### config.mk
export PLATFORM = sky130hd
export DESIGN_NAME = simple_alu_wb_stage
export DESIGN_NICKNAME = d
export VERILOG_FILES = /design/src/rtl/simple_alu_wb_stage_pkg.sv /design/src/rtl/simple_alu_wb_stage_wb_skid_fifo.sv /design/src/rtl/simple_alu_wb_stage.sv
export SDC_FILE = /design/constraint.sdc
export NUM_CORES = 1
export LEC_CHECK = 0
export ABC_AREA = 1
export CORE_ASPECT_RATIO = 1.2
export CORE_UTILIZATION = 50
export DETAILED_ROUTE_END_ITERATION = 10
export GPL_TIMING_DRIVEN = 0
export PLACE_DENSITY = 0.88
export SYNTH_ARGS = -nofsm -noshare
export SYNTH_HDL_FRONTEND = slang
export SYNTH_HIERARCHICAL = 1
export SYNTH_SLANG_ARGS = --single-unit
### constraint.sdc
create_clock -name clk -period 3.3 [get_ports clk]
set_input_delay 0.33 -clock clk [delete_from_list [all_inputs] [get_ports clk]]
set_output_delay 0.33 -clock clk [all_outputs]
set_load 0.005 [all_outputs]
### src/rtl/simple_alu_wb_stage_pkg.sv
// Shared widths, flag bit positions and the skid-buffer entry layout
// for the simple ALU writeback stage.
package simple_alu_wb_stage_pkg;

    localparam int DATA_W  = 32;
    localparam int FLAGS_W = 6;
    localparam int PRF_W   = 7;
    localparam int AL_W    = 7;
    localparam int BMASK_W = 4;

    localparam int FLAG_EXECUTED  = 2;
    localparam int FLAG_EXCEPTION = 1;
    localparam int FLAG_MISPRED   = 0;

    typedef struct packed {
        logic               live;
        logic [DATA_W-1:0]  result;
        logic [FLAGS_W-1:0] flags;
        logic [PRF_W-1:0]   dest;
        logic [AL_W-1:0]    alid;
        logic [BMASK_W-1:0] bmask;
    } wb_entry_t;

    // True when an op's branch mask depends on the resolving branch.
    function automatic logic bmask_hit(input logic [BMASK_W-1:0] bm,
                                       input logic [BMASK_W-1:0] onehot);
        return |(bm & onehot);
    endfunction

endpackage

### src/rtl/simple_alu_wb_stage_wb_skid_fifo.sv
// wb_skid_fifo: 2-entry storage for the ALU writeback stage. Push at tail,
// pop at head, plus per-entry live kill and a branch-mask clear applied
// to every slot.
module wb_skid_fifo
    import simple_alu_wb_stage_pkg::*;
(
    input  logic                 clk,
    input  logic                 reset,
    input  logic                 push_i,
    input  wb_entry_t            push_entry_i,
    input  logic                 pop_i,
    input  logic [1:0]           kill_i,
    input  logic [BMASK_W-1:0]   clr_bits_i,
    output wb_entry_t            head_o,
    output wb_entry_t [1:0]      entries_o,
    output logic [1:0]           count_o
);

    wb_entry_t [1:0] ent_q, ent_d;
    logic            head_q, head_d;
    logic            tail_q, tail_d;
    logic [1:0]      cnt_q, cnt_d;

    // Next-state: kill/clear all slots, then retire head and fill tail.
    // A pushed slot is always empty, so its write never races a kill.
    always_comb begin
        ent_d  = ent_q;
        head_d = head_q;
        tail_d = tail_q;
        for (int i = 0; i < 2; i++) begin
            if (kill_i[i]) ent_d[i].live = 1'b0;
            ent_d[i].bmask = ent_q[i].bmask & ~clr_bits_i;
        end
        if (pop_i) begin
            ent_d[head_q].live = 1'b0;
            head_d             = ~head_q;
        end
        if (push_i) begin
            ent_d[tail_q] = push_entry_i;
            tail_d        = ~tail_q;
        end
        cnt_d = cnt_q + {1'b0, push_i} - {1'b0, pop_i};
    end

    // State registers; reset wipes storage so data outputs read zero.
    always_ff @(posedge clk) begin
        if (reset) begin
            ent_q  <= '0;
            head_q <= 1'b0;
            tail_q <= 1'b0;
            cnt_q  <= 2'd0;
        end else begin
            ent_q  <= ent_d;
            head_q <= head_d;
            tail_q <= tail_d;
            cnt_q  <= cnt_d;
        end
    end

    assign head_o    = ent_q[head_q];
    assign entries_o = ent_q;
    assign count_o   = cnt_q;

endmodule

### src/rtl/simple_alu_wb_stage.sv
// simple_alu_wb_stage: captures ALU results into a 2-entry skid buffer and
// presents them to writeback/bypass with valid/ready. Handles branch squash
// and branch-mask clear. Build option SIMPLE_ALU_WB_EARLY_BYPASS_EN moves
// the bypass source from the popping head to the op being pushed.
module simple_alu_wb_stage
    import simple_alu_wb_stage_pkg::*;
(
    input  logic                 clk,
    input  logic                 reset,
    input  logic                 in_valid_i,
    output logic                 in_ready_o,
    input  logic [DATA_W-1:0]    in_result_i,
    input  logic [FLAGS_W-1:0]   in_flags_i,
    input  logic [PRF_W-1:0]     in_dest_i,
    input  logic [AL_W-1:0]      in_alid_i,
    input  logic [BMASK_W-1:0]   in_bmask_i,
    input  logic                 br_resolve_i,
    input  logic                 br_mispred_i,
    input  logic [BMASK_W-1:0]   br_onehot_i,
    output logic                 out_valid_o,
    input  logic                 out_ready_i,
    output logic [DATA_W-1:0]    out_result_o,
    output logic [FLAGS_W-1:0]   out_flags_o,
    output logic [PRF_W-1:0]     out_dest_o,
    output logic [AL_W-1:0]      out_alid_o,
    output logic [BMASK_W-1:0]   out_bmask_o,
    output logic                 out_exception_o,
    output logic                 bypass_valid_o,
    output logic [PRF_W-1:0]     bypass_tag_o,
    output logic [DATA_W-1:0]    bypass_data_o
);

    wb_entry_t          head, push_entry;
    wb_entry_t [1:0]    entries;
    logic [1:0]         count, kill;
    logic [BMASK_W-1:0] clr_bits;
    logic               squash, clear, in_hit, head_hit, push, pop, not_empty;

    assign squash    = br_resolve_i &  br_mispred_i;
    assign clear     = br_resolve_i & ~br_mispred_i;
    assign clr_bits  = clear ? br_onehot_i : '0;
    assign not_empty = (count != 2'd0);

    // Ready depends only on registered count, never on out_ready_i.
    assign in_ready_o = (count != 2'd2);

    // A squashed incoming op is consumed but not stored.
    assign in_hit = squash & bmask_hit(in_bmask_i, br_onehot_i);
    assign push   = in_valid_i & in_ready_o & ~in_hit;

    // Build the entry to store; a same-cycle correct resolve is folded in.
    always_comb begin
        push_entry        = '0;
        push_entry.live   = 1'b1;
        push_entry.result = in_result_i;
        push_entry.flags  = in_flags_i;
        push_entry.dest   = in_dest_i;
        push_entry.alid   = in_alid_i;
        push_entry.bmask  = in_bmask_i & ~clr_bits;
    end

    // Per-slot squash qualification against the resolving branch.
    always_comb begin
        kill = '0;
        for (int i = 0; i < 2; i++)
            kill[i] = squash & bmask_hit(entries[i].bmask, br_onehot_i);
    end

    // Head is hidden in the same cycle it gets squashed; a dead head is
    // retired at the next edge without a handshake.
    assign head_hit    = squash & bmask_hit(head.bmask, br_onehot_i);
    assign out_valid_o = not_empty & head.live & ~head_hit;
    assign pop         = not_empty & ((out_valid_o & out_ready_i) | ~head.live);

    wb_skid_fifo u_fifo (
        .clk          (clk),
        .reset        (reset),
        .push_i       (push),
        .push_entry_i (push_entry),
        .pop_i        (pop),
        .kill_i       (kill),
        .clr_bits_i   (clr_bits),
        .head_o       (head),
        .entries_o    (entries),
        .count_o      (count)
    );

    assign out_result_o    = head.result;
    assign out_flags_o     = head.flags;
    assign out_dest_o      = head.dest;
    assign out_alid_o      = head.alid;
    assign out_bmask_o     = head.bmask;
    assign out_exception_o = head.flags[FLAG_EXCEPTION];

`ifdef SIMPLE_ALU_WB_EARLY_BYPASS_EN
    assign bypass_valid_o = push;
    assign bypass_tag_o   = in_dest_i;
    assign bypass_data_o  = in_result_i;
`else
    assign bypass_valid_o = out_valid_o & out_ready_i;
    assign bypass_tag_o   = head.dest;
    assign bypass_data_o  = head.result;
`endif

endmodule

==> impl_metrics.json <==
{
  "dieWidth_um": 97.1,
  "start_util": 0.516,
  "vias": 5723,
  "rows": 41,
  "ys_ff_latch": 118,
  "cts_tree": "built",
  "post-dp-hpwl_um": 10900,
  "maxSlewHeadroom": 0.624,
  "overflow": 0,
  "yosysSeqAreaShare": 0.435,
  "syn2layout_area_growth_pct": 43.2,
  "synth-edff-count": 0,
  "max_freq_mhz": 361,
  "synth.top_cells.by_area": "dfxtp_1, nor2_1, nand2_1",
  "reg2reg_depth": 19,
  "power_mw": 5.53,
  "grt_max_degree": 17,
  "clock_sinks": 118,
  "yosysWarnings": 6,
  "startpoint_type": "register",
  "final-setup-viol-count": 0,
  "synth_commonest_cells": "nor2_1, nand2_1, dfxtp_1, o21ai_0, buf_4",
  "setup_tns_ns": 0,
  "skew_ns": 0.00526,
  "nets": 1066,
  "clock_latency_ns": 0.41,
  "required_ns": 2.97,
  "setup_ws_ns": 0.532,
  "place.gp.congestion": 0.857,
  "grt_pass1_wl_um": 25500,
  "die_y_um": 116,
  "status": "finished clean",
  "firstDrtPassIters": 7,
  "clockBufferDepth": 2,
  "crit_path_end_kind": "primary output",
  "synth_flop_cell": "dfxtp_1",
  "synthArstFlopShare": 0,
  "core_um2": 10500,
  "p_leak_nw": 3.45,
  "period_minus_slack_ns": 2.77,
  "fill_cells": 831,
  "cts_root_buf": "clkbuf_16",
  "min_path_type": "primary input to register",
  "synth.distinct_cells": 23,
  "synth_most_common_cell": "nor2_1",
  "cts.clk_slew.worst_paths_ns": 0.05,
  "htree_levels": 4,
  "ant_nets": 0,
  "antenna_cells": 0,
  "yosys.area.top_type_share": 0.435,
  "yosys.area.top_type": "dfxtp_1",
  "dp_slack_ns": 0.711,
  "routedWlPerCell_um": 13.8,
  "io_buffers": 163,
  "post_cts_resized": 0,
  "vias_per_cell": 5.03,
  "rsz0062_at_grt": "false",
  "route.detailed.drc": 0,
  "antenna_found_initial": 0,
  "tightest_slew_ns": 0.564,
  "ir_drop_uv": 444,
  "ctsHoldBuffers": 0,
  "crit_fanout": 10,
  "routed_wl_um": 15700,
  "post_cts_buffers": 0,
  "cts_buffers": 17,
  "grtUsageTotal": 0.284,
  "arrival_ns": 2.44,
  "power_density_nw_per_um2": 711,
  "drtIter0Drc": 354,
  "crit_type": "register to primary output",
  "finalHoldViolations": 0,
  "grt_pass1_vias": 5605,
  "die_area_um2": 11300,
  "drive_gt1_frac": 0.113,
  "syn_area_um2": 5430,
  "drv_slew": 0,
  "ios": 165,
  "hold_depth": 2,
  "synthCells": 815,
  "max-cap-violations": 0,
  "fin_crit_sh": 0.839,
  "avgSynthCellArea_um2": 6.66
}
## final timing paths
path	from	endpoint	slack, ns
min	reset	u_fifo/count_o[0]	0.23
max reg2reg	u_fifo/head_q	u_fifo/count_o[1]	0.66
min reg2reg	u_fifo/entries_o[17]	u_fifo/entries_o[17]	0.48
max	u_fifo/head_q	bypass_valid_o	0.53
## logic make-up (layout without fill, tap and decap cells)
group,Yosys count,in the layout,share of synthesized area
AND/OR/NAND/NOR,446,446,0.312
AO/OA/AOI/OAI,129,129,0.122
flip-flops,118,118,0.435
other,1,2,0.000691
adder cells (fa/ha/maj),2,2,0.00461
buffers and inverters,119,311,0.126
## layout by cell type, fill, tap and decap left out, types with 7 or more instances in the layout
cell type        netlist  routed
a21oi_1                7       7
o21ai_0              113     113
clkdlybuf4s50_1        0     163
buf_2                 27      27
dfxtp_1              118     118
clkbuf_1              12      15
inv_1                 26      26
nand2_1              207     207
buf_4                 43      43
clkbuf_16              0      17
nor2_1               231     231
## worst max-delay path: stages (launching register included)
cell	delay [ns]
dfxtp_1	0.30
buf_2	0.18
inv_1	0.09
clkbuf_1	0.25
nand2_1	0.12
nand2_1	0.09
nand2_2	0.08
nand2_1	0.06
o21ai_2	0.19
nand3_2	0.11
inv_1	0.06
clkdlybuf4s50_1	0.49
## power breakdown
part | switching (mW) | internal (mW)
clock network | 0.594 | 1.12
registers | 0.112 | 1.65
logic | 1.01 | 1.05
## registers in the layout (all words and copies together) (netlist names)
name,flops
u_fifo/entries_o,114
u_fifo/head_q,1
u_fifo/tail_q,1
u_fifo/count_o,2
## routing by layer
metal  vias to the layer above  global-route usage  share of wire
met5                         -                   0              0
met4                         0               0.166          0.036
met3                        50              0.0539          0.057
met2                       229               0.512           0.51
met1                      2592               0.315           0.40
li1                       2852                   -              -
## stage by stage
| step | instance area (um2) | utilization | hold slack, ns | instances |
|---|---|---|---|---|
| floorplan | 5430 | - | 0.454 | 816 |
| global placement | 7230 | 0.687 | 0.462 | 1108 |
| detailed placement | 7230 | 0.687 | 0.471 | 1108 |
| CTS | 7780 | 0.739 | 0.214 | 1137 |
| global route | 7780 | 0.739 | 0.225 | 1137 |
| finish | 7780 | 0.739 | 0.232 | 1137 |
## layout make-up
class                           count  area (um2)  area share
Clock buffer                       25         505      0.0650
Multi-Input combinational cell    579        2390       0.307
Inverter                           30         113      0.0145
Tap cell                          129         161      0.0208
Sequential cell                   118        2360       0.304
Timing Repair Buffer              163        1630       0.210
Buffer                             89         569      0.0732
Clock inverter                      4        45.0     0.00579
No activity file was read; power rests on OpenSTA's default activity.
